$ cat src/rtl/a3_debounce_cnt.sv
// Debounced 3-input AND condition with rise pulse, saturating event counter and
// 4-phase snapshot readout. Define A3_DEBOUNCE_SYNC_EN for 2-flop input synchronisers.
module a3_debounce_cnt #(
   parameter int DB_CYCLES = 4,
   parameter int CNT_W     = 8
) (
   input  logic             ck,
   input  logic             nrst,
   input  logic             i0,
   input  logic             i1,
   input  logic             i2,
   output logic             q,
   output logic             qrise,
   output logic [CNT_W-1:0] cnt,
   output logic             cnt_sat,
   input  logic             snap_req,
   output logic             snap_vld,
   output logic [CNT_W-1:0] snap_cnt
);

   localparam int STAB_W = (DB_CYCLES > 1) ? $clog2(DB_CYCLES) : 1;
   localparam logic [STAB_W-1:0] STAB_LAST = STAB_W'(DB_CYCLES - 1);
   localparam logic [CNT_W-1:0]  CNT_MAX   = '1;

   typedef enum logic {IDLE, HELD} snap_st_e;

   logic [2:0]        sync;
   logic              s;
   logic [STAB_W-1:0] stab;
   logic              flip;
   logic              rise;
   logic [CNT_W-1:0]  cnt_inc;
   logic [CNT_W-1:0]  cnt_d;
   logic              capture;
   snap_st_e          state, state_nxt;

`ifdef A3_DEBOUNCE_SYNC_EN
   logic [2:0] meta;

   always_ff @(posedge ck or negedge nrst) begin
      if (!nrst) begin
         meta <= '0;
         sync <= '0;
      end else begin
         meta <= {i2, i1, i0};
         sync <= meta;
      end
   end
`else
   always_ff @(posedge ck or negedge nrst) begin
      if (!nrst) sync <= '0;
      else       sync <= {i2, i1, i0};
   end
`endif

   assign s = &sync;

   // q follows s only after DB_CYCLES consecutive disagreeing edges
   assign flip = (s != q) && (stab == STAB_LAST);
   assign rise = flip & s;

   always_ff @(posedge ck or negedge nrst) begin
      if (!nrst) begin
         stab  <= '0;
         q     <= 1'b0;
         qrise <= 1'b0;
      end else begin
         qrise <= rise;
         if (s == q) begin
            stab <= '0;
         end else if (flip) begin
            stab <= '0;
            q    <= s;
         end else begin
            stab <= stab + 1'b1;
         end
      end
   end

   assign cnt_inc = (rise && (cnt != CNT_MAX)) ? cnt + 1'b1 : cnt;

   always_comb begin
      state_nxt = state;
      capture   = 1'b0;
      case (state)
         IDLE: if (snap_req) begin
            capture   = 1'b1;
            state_nxt = HELD;
         end
         HELD: if (!snap_req) state_nxt = IDLE;
         default: state_nxt = IDLE;
      endcase
   end

   // a rise on the capture edge lands in snap_cnt, the live counter restarts at 0
   assign cnt_d = capture ? '0 : cnt_inc;

   always_ff @(posedge ck or negedge nrst) begin
      if (!nrst) begin
         state    <= IDLE;
         cnt      <= '0;
         cnt_sat  <= 1'b0;
         snap_cnt <= '0;
      end else begin
         state   <= state_nxt;
         cnt     <= cnt_d;
         cnt_sat <= (cnt_d == CNT_MAX);
         if (capture) snap_cnt <= cnt_inc;
      end
   end

   assign snap_vld = (state == HELD);

endmodule

$ cat config.mk
export PLATFORM = sky130hd
export DESIGN_NAME = a3_debounce_cnt
export DESIGN_NICKNAME = d
export VERILOG_FILES = /design/src/rtl/a3_debounce_cnt.sv
export SDC_FILE = /design/constraint.sdc
export NUM_CORES = 1
export LEC_CHECK = 0
export BUFFER_PORTS_ARGS = -buffer_cell sky130_fd_sc_hd__buf_4
export CAP_MARGIN = 20
export CELL_PAD_IN_SITES_DETAIL_PLACEMENT = 1
export CELL_PAD_IN_SITES_GLOBAL_PLACEMENT = 2
export CORE_ASPECT_RATIO = 1.75
export CORE_UTILIZATION = 35
export CTS_CLUSTER_DIAMETER = 60
export DETAILED_ROUTE_END_ITERATION = 8
export PLACE_DENSITY_LB_ADDON = 0.12
export REMOVE_ABC_BUFFERS = 1
export SYNTH_ARGS = -nofsm -noshare
export SYNTH_HDL_FRONTEND = slang
export SYNTH_SLANG_ARGS = --single-unit
$ cat constraint.sdc
create_clock -name ck -period 4.8 [get_ports ck]
set_input_delay 0.24 -clock ck [delete_from_list [all_inputs] [get_ports ck]]
set_output_delay 0.24 -clock ck [all_outputs]
set_load 0.1 [all_outputs]
======== After elaboration in Yosys (flattened, before gate mapping) ========
Cells that the tools add are included.
word-level totals
  register bits after elaboration ......... 25
  input port bits ......................... 6
  output and inout port bits .............. 20
  logic and storage cells ................. 27
cells by class
  add/sub/neg operators ................... 2
  equality and inequality tests ........... 5
  muxes and demuxes ....................... 6
  bitwise logic cells ..................... 2
  reductions and logical operators ........ 4
operator list
  operator             number
  $mux 8               2
  $add 8x1->8 const B  1
  $eq 8x8->1 const B   1
  $ne 8x8->1 const B   1
  $mux 2               2
  $reduce_and 3->1     1
  $add 2x1->2 const B  1
  $eq 2x2->1 const B   1
  $logic_and 1x1->1    2
  $mux 1               2
  $reduce_and 2->1     1
  $and 1x1->1          1
  $eq 1x1->1           1
  $ne 1x1->1           1
  $not 1->1            1

======== Longest topological paths before layout ========
  depth after elaboration ................. 8
  mapped depth ............................ 6
  depth with buffers taken out ............ 6

======== Least setup slack after synthesis ========
No wires, ideal clock.
  path type ............................... register -> register
  from .................................... register cnt[0]
  to ...................................... register cnt_sat
  library setup time ...................... 0.121 ns
  data arrival time ....................... 2.284 ns
  data required time ...................... 4.679 ns
  path slack .............................. 2.395 ns
  cell stages (with the launch flop) ...... 7
  path buffers ............................ 0
  period minus slack after synthesis ...... 2.405 ns
  cell sequence ........................... dfrtp_1 -> ha_1 -> nand3_4 -> o211ai_4 -> nor3_1 -> xnor2_1 -> and4bb_1
on the way
  longest elaborated chain between the ends .. 5
  elaborated cells on any way between the ends .. 6
  those cells by class .................... add/sub (1); eq/ne (2); mux (2); reduce/logical (1)
ends and longest elaborated chain
  what                                                 RTL line  source
  from (decl)                                          14        output logic [CNT_W-1:0] cnt,
  from (signal assigned)                               106       cnt <= cnt_d;
  branches (longest 2 deep; another with $add 8x1->8)  -
  $mux 8 (*)                                           80        assign cnt_inc = (rise && (cnt != CNT_MAX)) ? cnt + 1'b1 : cnt;
  $mux 8 (*)                                           96        assign cnt_d = capture ? '0 : cnt_inc;
  $eq 8x8->1 (*)                                       107       cnt_sat <= (cnt_d == CNT_MAX);
  to (signal assigned)                                 107
  to (decl)                                            15        output logic cnt_sat,
Every way passes the cells marked *.
A chain may end at the register's enable or synchronous reset.

======== Worst setup path in the final report ========
Same ends and word-level chain as after synthesis.

==> impl_metrics.ini <==
[sta]
holdWs_ps = 68.2
finalSetupViolCount = 0
min_period_ps = 1870
finalCritPeriodShare_pct = 39.0
drv_slew = 0
rsz0062_at_grt = false
finalHoldViolCount = 0
slew_headroom_pct = 54.6
setup-tns-final_ps = 0
fin_skew_ps = 1.60
fmax_ghz = 0.534
tightest_slew_ps = 680

[power_and_ir_drop]
ir_worst_vdd_mv = 0.164
leakagePower_nw = 0.647
pwr_density_cell_nw_per_um2 = 255

[floorplanning]
core_area_sq_um = 3110
die_w_microns = 45.0
io_pins = 26
start_util_pct = 36.4
die_area_sq_um = 3480
std_cell_rows = 27
die_h_microns = 77.2

[clock_tree]
cts.sinks = 25
clock-root-buffer = clkbuf_8
cts_buffer_depth = 2
cts_tree = done
clock_latency_ps = 270
cts_buffers = 3
path_clk_slew_ps = 90
cts_max_level = 1

[finish]
drive_above_1_share_pct = 26.9
final_core_util_pct = 45.3
regArea_sq_um = 626
antenna_cells = 0
finalNetCount = 139
syn_to_final_growth_pct = 24.3
nFillCells = 367
multi_input_area_sq_um = 480

[global_route]
overflow = 0
grt_max_degree = 26
grtUsageTotal_pct = 18.0
antenna_found_initial = 0
grt_pass1_wl_microns = 4550
grt_pass1_vias = 957

[setup_path]
cp_max_fo = 8
crit_required_ps = 5010
r2r-end = cnt_sat
crit_type = reg2reg
start_kind = flip-flop
ff2ff_path_depth = 6
cp-startpoint = cnt[0]
crit_path_end_kind = flip-flop
worstReg2RegStart = cnt[0]
r2r_slack_ps = 2930
cp.arrival_ps = 2090

[status]
status = finished clean

[synth]
yosysWarnings = 0
syn_area_sq_um = 1130
synth_cells = 103
synthAdderAreaFrac_pct = 2.21
synth_top_cell_area_share_pct = 55.2
syn_avg_cell_area_sq_um = 11.0
synthXorXnorAreaFrac_pct = 3.87
synth_simple_gate_area_share_pct = 23.0
ys_ff_latch = 25
synth_top_family_by_area = simple AND/OR/NAND/NOR gates
ys_seq_area_share_pct = 55.2
ys_types = 31
muxShareOfSynthArea_pct = 5.52
yosys.area.top_type = dfrtp_1
synth-compound-area-share_pct = 7.85
synth_area_leaders = dfrtp_1 55%, nand2_1 4.3%, nor2_1 3.6%, mux2i_1 3.5%, o21ai_0 3.5%

[placement]
place.gp.congestion = 0.727
dp.final_hpwl_microns = 1980
portBuffers = 25

[route]
drt_pre_antenna_iters = 4
antenna_left = 0
totalWireLength_microns = 2600
via_per_inst = 5.06
drcViolationCount = 0
vias = 876
first_iter_violations = 10
wl_per_cell_microns = 15.0

[job]
drv_cap = 0

[hold_path]
hold_path.startpoint = i1
hp-class = in2reg
hold-path-endpoint = sync[1]
hold_depth = 1
==> report_power, final <==
| part | internal [mW] | leakage (nW) | switching, mW | total (mW) |
|---|---|---|---|---|
| registers | 0.213 | 0.340 | 0.00124 | 0.214 |
| clock network | 0.0582 | 0.0255 | 0.0678 | 0.126 |
| logic | 0.00536 | 0.281 | 0.0136 | 0.0190 |
==> worst max-delay path: stages (launching register included) <==
cell      delay, ps
dfrtp_1         470
ha_1            290
nand3_4         140
o211ai_4        140
or3b_1          420
a21oi_1         160
and4bb_1        190
==> flip-flops by register name, indices dropped and copies added (netlist names) <==
signal    cells
qrise         1
stab          2
snap_cnt      8
cnt_sat       1
snap_vld      1
q             1
sync          3
cnt           8
==> metal layers <==
metal	GRT usage, %	share of wire [%]
met1	19.8	38
met2	31.3	56
met3	2.59	2.6
met4	9.39	3.0
met5	0	0
==> worst max-delay path by stage <==
stage	to	slack, ps	depth (start not counted)
after floorplan	cnt_sat	2390	6
after global routing	cnt_sat	2740	6
after global placement	cnt_sat	3010	6
after CTS	cnt_sat	2920	6
after detailed placement	cnt_sat	2940	6
final	cnt_sat	2930	6
==> cell usage after synthesis <==
library cell	n
nor4_2	2
o211ai_4	1
a21oi_1	2
or3b_1	1
nand3_4	1
o21ai_1	1
nor3_1	3
ha_1	2
and2b_1	1
mux2_2	1
xor2_1	1
nand4_1	2
buf_6	1
and4bb_1	1
nor2b_1	2
o22ai_1	1
nand3_1	4
nor2_1	11
mux2i_1	4
o21ai_0	8
a31oi_1	1
mux2_1	1
inv_1	1
and3_2	1
xnor2_1	4
and3_1	2
buf_1	1
dfrtp_1	25
buf_4	1
nand2b_1	3
nand2_1	13
==> per-stage QoR <==
stage	std cells	worst slack [ps]	total power [mW]	cell area [sq um]
6_report	173	2930	0.359	1410
5_1_grt	173	2740	0.370	1410
4_1_cts	173	2920	0.365	1410
3_5_place_dp	168	2940	0.237	1350
3_3_place_gp	168	3010	0.237	1350
2_1_floorplan	100	2390	0.227	1110
==> final cells by class <==
cell class | count | share of cell area (%)
flip-flops and latches | 25 | 44.4
multi-input cells | 74 | 34.1
repair buffers | 26 | 14.0
well taps | 43 | 3.82
clock buffers | 3 | 2.93
clock inverters | 1 | 0.356
inverters | 1 | 0.267
==> placed cells by master (no fill, tap or decap), types with 3 or more instances in the layout <==
| master | Yosys | final |
|---|---|---|
| nor3_1 | 3 | 3 |
| xnor2_1 | 4 | 4 |
| nand2b_1 | 3 | 3 |
| nand2_1 | 13 | 13 |
| mux2i_1 | 4 | 4 |
| buf_4 | 1 | 25 |
| nand3_1 | 4 | 4 |
| nor2_1 | 11 | 11 |
| o21ai_0 | 8 | 8 |
| clkbuf_8 | 0 | 3 |
| dfrtp_1 | 25 | 25 |
==> cell families (layout without fill, tap and decap cells) <==
family	Yosys count	in the layout
buf+inv	4	31
mux	6	6
compound gates	14	14
flops	25	25
xor+xnor	5	5
fa+ha+maj	2	2
simple gates	47	47
==> repair_timing <==
action | in CTS | in global routing
buffers inserted | 0 | 0
hold endpoints to repair | 25 | 0
hold buffers | 1 | 0
gates resized for setup | 0 | 0
No activity file was read; power rests on OpenSTA's default activity.
